===== src/rtl/univ_shift_reg_en_amisha.sv =====
// rtl/univ_shift_reg_en_amisha.sv - universal enabled shift register with burst-shift FSM
//
// Purpose: WIDTH-bit register with synchronous active-high reset, global enable,
// single-cycle load/shift/rotate modes and an autonomous right-shift burst.
//
// Ports:
//   clk_amisha        in   clock, rising edge
//   reset_amisha      in   synchronous active-high reset, highest priority
//   en_amisha         in   global enable; low holds all state
//   mode_amisha       in   [2:0] operation select
//   d_amisha          in   [WIDTH-1:0] parallel load data
//   sin_amisha        in   serial input for shifts
//   burst_len_amisha  in   [CNT_W-1:0] number of right shifts in a burst
//   q_amisha          out  [WIDTH-1:0] register contents
//   sout_l_amisha     out  q_amisha[WIDTH-1]
//   sout_r_amisha     out  q_amisha[0]
//   busy_amisha       out  high while the FSM is in BURST
//   done_amisha       out  one-cycle pulse on burst completion

module univ_shift_reg_en_amisha #(
  parameter int unsigned           WIDTH     = 8,
  parameter logic [WIDTH-1:0]      RESET_VAL = '0,
  parameter int unsigned           CNT_W     = 4
) (
  input  logic             clk_amisha,
  input  logic             reset_amisha,
  input  logic             en_amisha,
  input  logic [2:0]       mode_amisha,
  input  logic [WIDTH-1:0] d_amisha,
  input  logic             sin_amisha,
  input  logic [CNT_W-1:0] burst_len_amisha,
  output logic [WIDTH-1:0] q_amisha,
  output logic             sout_l_amisha,
  output logic             sout_r_amisha,
  output logic             busy_amisha,
  output logic             done_amisha
);

  typedef enum logic [0:0] {
    S_IDLE  = 1'b0,
    S_BURST = 1'b1
  } state_t;

  localparam logic [2:0] M_HOLD  = 3'b000;
  localparam logic [2:0] M_LOAD  = 3'b001;
  localparam logic [2:0] M_SHL   = 3'b010;
  localparam logic [2:0] M_SHR   = 3'b011;
  localparam logic [2:0] M_ROL   = 3'b100;
  localparam logic [2:0] M_ROR   = 3'b101;
  localparam logic [2:0] M_ASR   = 3'b110;
  localparam logic [2:0] M_BURST = 3'b111;

  localparam logic [CNT_W-1:0] CNT_ZERO = '0;
  localparam logic [CNT_W-1:0] CNT_ONE  = CNT_W'(1);

  logic [WIDTH-1:0] q_q, q_d;
  logic [CNT_W-1:0] cnt_q, cnt_d;
  logic             done_q, done_d;
  state_t           state_q, state_d;

  // Next-state logic. With en low everything holds and done is forced low.
  always_comb begin
    q_d     = q_q;
    cnt_d   = cnt_q;
    state_d = state_q;
    done_d  = 1'b0;

    if (en_amisha) begin
      unique case (state_q)
        S_IDLE: begin
          unique case (mode_amisha)
            M_HOLD:  q_d = q_q;
            M_LOAD:  q_d = d_amisha;
            M_SHL:   q_d = {q_q[WIDTH-2:0], sin_amisha};
            M_SHR:   q_d = {sin_amisha, q_q[WIDTH-1:1]};
            M_ROL:   q_d = {q_q[WIDTH-2:0], q_q[WIDTH-1]};
            M_ROR:   q_d = {q_q[0], q_q[WIDTH-1:1]};
            M_ASR:   q_d = {q_q[WIDTH-1], q_q[WIDTH-1:1]};
            M_BURST: begin
              // Start cycle never shifts; a zero-length burst completes at once.
              if (burst_len_amisha != CNT_ZERO) begin
                cnt_d   = burst_len_amisha;
                state_d = S_BURST;
              end else begin
                done_d  = 1'b1;
              end
            end
            default: q_d = q_q;
          endcase
        end
        S_BURST: begin
          q_d   = {sin_amisha, q_q[WIDTH-1:1]};
          cnt_d = cnt_q - CNT_ONE;
          // Last shift: done is registered so it lines up with the final q.
          if (cnt_q == CNT_ONE) begin
            state_d = S_IDLE;
            done_d  = 1'b1;
          end
        end
        default: state_d = S_IDLE;
      endcase
    end
  end

  always_ff @(posedge clk_amisha) begin
    if (reset_amisha) begin
      q_q     <= RESET_VAL;
      cnt_q   <= CNT_ZERO;
      state_q <= S_IDLE;
      done_q  <= 1'b0;
    end else begin
      q_q     <= q_d;
      cnt_q   <= cnt_d;
      state_q <= state_d;
      done_q  <= done_d;
    end
  end

  assign q_amisha      = q_q;
  assign sout_l_amisha = q_q[WIDTH-1];
  assign sout_r_amisha = q_q[0];
  assign busy_amisha   = (state_q == S_BURST);
  assign done_amisha   = done_q;

endmodule

===== config.mk =====
export PLATFORM = sky130hd
export DESIGN_NAME = univ_shift_reg_en_amisha
export DESIGN_NICKNAME = d
export VERILOG_FILES = /design/src/rtl/univ_shift_reg_en_amisha.sv
export SDC_FILE = /design/constraint.sdc
export NUM_CORES = 1
export LEC_CHECK = 0
export BUFFER_PORTS_ARGS = -buffer_cell sky130_fd_sc_hd__buf_4
export CAP_MARGIN = 10
export CELL_PAD_IN_SITES_DETAIL_PLACEMENT = 0
export CELL_PAD_IN_SITES_GLOBAL_PLACEMENT = 1
export CORE_UTILIZATION = 38
export CTS_BUF_LIST = sky130_fd_sc_hd__clkbuf_4 sky130_fd_sc_hd__clkbuf_8
export CTS_CLUSTER_DIAMETER = 30
export DETAILED_ROUTE_END_ITERATION = 8
export PLACE_DENSITY_LB_ADDON = 0.1
export REMOVE_ABC_BUFFERS = 1
export SLEW_MARGIN = 20
export SYNTH_ARGS = -nofsm -noshare
export SYNTH_HDL_FRONTEND = slang
export SYNTH_SLANG_ARGS = --single-unit

===== constraint.sdc =====
create_clock -name clk_amisha -period 1.7 [get_ports clk_amisha]
set_input_delay 0.085 -clock clk_amisha [delete_from_list [all_inputs] [get_ports clk_amisha]]
set_output_delay 0.085 -clock clk_amisha [all_outputs]
set_load 0.02 [all_outputs]

Word-level counts from Yosys, hierarchy flattened
Cells that the tools add are included.
{"block": "classes", "n_addsub": 1, "eq_ne": 13, "mux": 13, "n_bitwise": 2, "reduce_logical": 5}
{"op": "case mux 8 bit (6 select lines)", "count": 1}
{"op": "case mux 8 bit (2 select lines)", "count": 1}
{"op": "equality test 3 bit (second input constant)", "count": 4}
{"op": "two-way mux 4 bit", "count": 2}
{"op": "case mux 4 bit (2 select lines)", "count": 1}
{"op": "inequality test 7 x 1 -> 1 bit (second input constant)", "count": 1}
{"op": "equality test 3 x 2 -> 1 bit (second input constant)", "count": 2}
{"op": "two-way mux 1 bit", "count": 6}
{"op": "inequality test 6 x 1 -> 1 bit (second input constant)", "count": 1}
{"op": "AND reduction 3 bit", "count": 2}
{"op": "equality test 4 x 1 -> 1 bit (second input constant)", "count": 1}
{"op": "inequality test 2 bit (second input constant)", "count": 2}
{"op": "case mux 1 bit (2 select lines)", "count": 2}
{"op": "nonzero test 4 bit", "count": 1}
{"op": "subtractor 4 x 1 -> 4 bit (second input constant)", "count": 1}
{"op": "equality test 3 x 1 -> 1 bit (second input constant)", "count": 1}
{"op": "inequality test 2 x 1 -> 1 bit (second input constant)", "count": 1}
{"op": "NOT 1 bit", "count": 2}
{"op": "AND reduction 2 bit", "count": 1}
{"op": "OR reduction 2 bit", "count": 1}
{"block": "word_totals", "regBits": 14, "output_inout_bits": 12}

Depth between registers and ports, before layout
{"block": "depth", "depth_word": 4, "ltp_mapped": 6}

Worst setup path after synthesis
OpenSTA, ideal clock, no wires.
{"block": "synth_path", "path_type": "register to register", "from": "register state_q (netlist: busy_amisha)", "to": "register state_q (netlist: busy_amisha)", "setup_time_ps": 137, "arrival_ps": 1294, "path_slack_ps": 269, "path_stages_with_launch": 6, "path_buffers": 1, "cell_sequence": "dfxtp_1 inv_1 clkbuf_1 nor4b_1 o21a_1 nor3_1"}
{"block": "synth_between", "elab_chain_len": 2}
{"item": "from (decl)", "line_no": "59", "text": "state_t state_q, state_d;"}
{"item": "from (signal assigned)", "line_no": "114", "text": "state_q <= state_d;"}
{"item": "NOT 1 bit"}
{"item": "case mux 1 bit (2 select lines) *", "line_no": "69", "text": "unique case (state_q)"}
Every way passes the cells marked *; elsewhere a longest branch is shown, timed or not.
A chain may end at the register's enable or synchronous reset.

Worst setup path in the final report
{"block": "layout_path", "from": "register state_q (netlist: busy_amisha)", "to": "register q_q[0] (netlist: q_amisha[0])"}
{"block": "layout_between", "elab_chain_len": 3}
{"item": "NOT 1 bit"}
{"item": "inequality test 7 x 1 -> 1 bit (no line)"}
{"item": "AND reduction 2 bit (no line)"}
{"item": "to (signal assigned)", "line_no": "112", "text": "q_q <= q_d;"}
{"item": "to (decl)", "line_no": "56", "text": "logic [WIDTH-1:0] q_q, q_d;"}
Parallel ways exist; a longest one is shown, timed or not.

==> impl_metrics.tcl <==
set metrics [dict create \
    r2r_cells 5 \
    critPathKind "flop to flop" \
    synth_top_area_share_pct 26.0 \
    grt_overflow 0 \
    grt_usage_pct 19.2 \
    ys_types 41 \
    worst_pin_slew_ns 0.438 \
    h-tree-depth 1 \
    cap_violations 0 \
    syn_inst 137 \
    placed_cells 189 \
    die_area_mm2 0.00306 \
    cp_num_buf_inv 2 \
    drive_gt1_share_pct 29.4 \
    fin_skew_ns 0.00176 \
    synth_edf_count 0 \
    stdcell_area_mm2 0.00134 \
    wirelength_um 2920 \
    period_minus_slack_ns 1.44 \
    cts_tree "done" \
    root_buffer "clkbuf_4" \
    yosysWarningCount 0 \
    cp_max_fo 13 \
    drc 0 \
    cts_resized 0 \
    whs_endpoint "q_amisha[0]" \
    die_h_um 55.3 \
    yosysMostFrequentCell "nor2_1" \
    ir_worst_vdd_mv 0.363 \
    start_util_pct 42.0 \
    antenna_cells 0 \
    critical_path.max_stage_delay_ns 0.38 \
    synthFlopType "dfxtp_1" \
    synth.area.top_cells "dfxtp_1 (26%), a311oi_2 (5.6%), nor2_1 (5.2%), o21ai_0 (5.1%), a21o_1 (4.9%)" \
    start_kind "flop" \
    postCtsSetupRepairBufs 0 \
    reg2reg_slack_ns 0.26 \
    async_flop_share_pct 0 \
    hold_depth 2 \
    fmax_mhz 696 \
    holdCritStartpoint "en_amisha" \
    hold_viol 0 \
    num_rows 18 \
    synth_compound_area_share_pct 32.8 \
    antenna_found_initial 0 \
    cts_num_sinks 14 \
    rsz0062_at_grt "false" \
    fin_setup_tns_ns 0 \
    relSlewSlack_pct 70.7 \
    yosys.area_share.simple_pct 25.1 \
    cp.arrival_ns 1.63 \
    fin_nets 185 \
    syn_area_mm2 0.00108 \
    synthTopCellsByCount "nor2_1 (15), dfxtp_1 (14), o21ai_0 (11), a21oi_1 (9), nand3_1 (9)" \
    finalCritPeriodShare_pct 84.5 \
    clock_latency_ns 0.28 \
    instances_no_fill 193 \
    p_leak_nw 0.557 \
    timing.rr.start "busy_amisha" \
    vias 1098 \
    port_buffers 30 \
    p_per_area_mw_per_mm2 671 \
    clockBufferDepth 2 \
    numCtsBuffers 3 \
    die_w_um 55.3 \
    dp_hpwl_um 2170 \
    avgSynthCellArea_um2 7.87 \
    cts_hold_buf 0 \
    crit_required_ns 1.89 \
    place_area_mm2 0.00131 \
    grt_pass1_vias 981 \
    drv_slew 0 \
    grt_pass1_wl_um 4770 \
    rr_endpoint "q_amisha[0]" \
    vias_per_cell 5.69 \
    syn_to_final_growth_pct 24.5 \
    hold_class "input port to flop" \
    cpMaxStageDelayCell "dfxtp_1" \
    setup_viol 0 \
    worstPathCellList "inv_1 > a221oi_4 > buf_4 > nor2_1 > a311oi_1" \
    synth-seq-cells 14 \
    drt_pass1_iterations 4 \
    wl_per_cell_um 15.1 \
    synth_top_area_cell "dfxtp_1" \
    ios 31 \
    core_area_mm2 0.00257 \
    synth_xor_xnor_area_share_pct 3.13 \
    gp_congestion 0.796 \
    status "complete, no violations" \
    clk_pin_slew_ns 0.10 \
    drt_iter0_drc 28 \
    synthMuxAreaShare_pct 1.86 \
    synth_top_family_by_area "compound AO/OA/AOI/OAI gates" \
    cp_top_family "compound AO/OA/AOI/OAI gates" \
    synthAdderAreaFrac_pct 2.32 \
    holdWs_ns 0.0891 \
    grt_max_degree 18 \
    crit_path_end_kind "flop" \
    drtAntennaViolNets 0 \
    ys_seq_area_share_pct 26.0 \
]
## worst max path at each step
stage,startpoint,to,slack [ns],cells past startpoint
floorplan,busy_amisha,q_amisha[1],-0.33,4
global placement,burst_len_amisha[2],cnt_q[2],0.27,5
detailed placement,burst_len_amisha[2],cnt_q[2],0.26,5
CTS,busy_amisha,q_amisha[0],0.27,5
global route,busy_amisha,q_amisha[0],0.12,5
finish,busy_amisha,q_amisha[0],0.26,5
## layout make-up
| class | count | area, µm² |
|---|---|---|
| Fill cell | 263 | 1220 |
| Multi-Input combinational cell | 104 | 703 |
| Sequential cell | 14 | 280 |
| Timing Repair Buffer | 35 | 263 |
| Tap cell | 30 | 37.5 |
| Clock buffer | 4 | 36.3 |
| Inverter | 6 | 22.5 |
## cells in the final DEF, fill, tap and decap left out, types with 2 or more instances in the layout
cell type,netlist,routed
nor3_1,4,4
a21o_1,7,7
a31o_2,2,2
a311oi_2,4,4
inv_1,6,6
ha_1,2,2
dfxtp_1,14,14
a21oi_1,9,9
and3b_1,2,2
a311oi_1,3,3
buf_4,3,35
o21ai_0,11,11
nor2_1,15,15
nand3_1,9,9
nand3b_1,6,6
xnor2_1,2,2
a31oi_1,2,2
mux2i_1,2,2
clkbuf_4,0,3
nand2_1,7,7
## flip-flops by register name, indices dropped and copies added, names as in the netlist
name,count
done_amisha,1
busy_amisha,1
cnt_q,4
q_amisha,8
## power breakdown
part           internal (mW)  total (mW)  switching, mW
Sequential             0.350       0.373         0.0230
Combinational          0.128       0.278          0.151
Clock                  0.130       0.250          0.120
## cell families (layout without fill, tap and decap cells)
logic type | after synthesis | in the layout
xor+xnor | 3 | 3
mux | 2 | 2
flops | 14 | 14
buf+inv | 19 | 45
simple gates | 51 | 51
compound gates | 46 | 46
fa+ha+maj | 2 | 2
## metrics by stage
step / setup WS (ns) / power [mW] / utilization, %
final: 0.264 / 0.901 / 52.3
after global routing: 0.122 / 0.948 / 52.3
after CTS: 0.270 / 0.908 / 52.3
after detailed placement: 0.259 / 0.659 / 50.9
after global placement: 0.268 / 0.654 / 50.9
after floorplan: -0.325 / 0.532 / -
## per-layer routing
layer	wire, µm	GRT usage [%]	vias up
met5	0	0	-
met4	19	4.29	0
met3	117	3.51	2
met2	1300	28.2	26
met1	1480	28.9	518
li1	-	-	552
No activity file was read; power rests on OpenSTA's default activity.
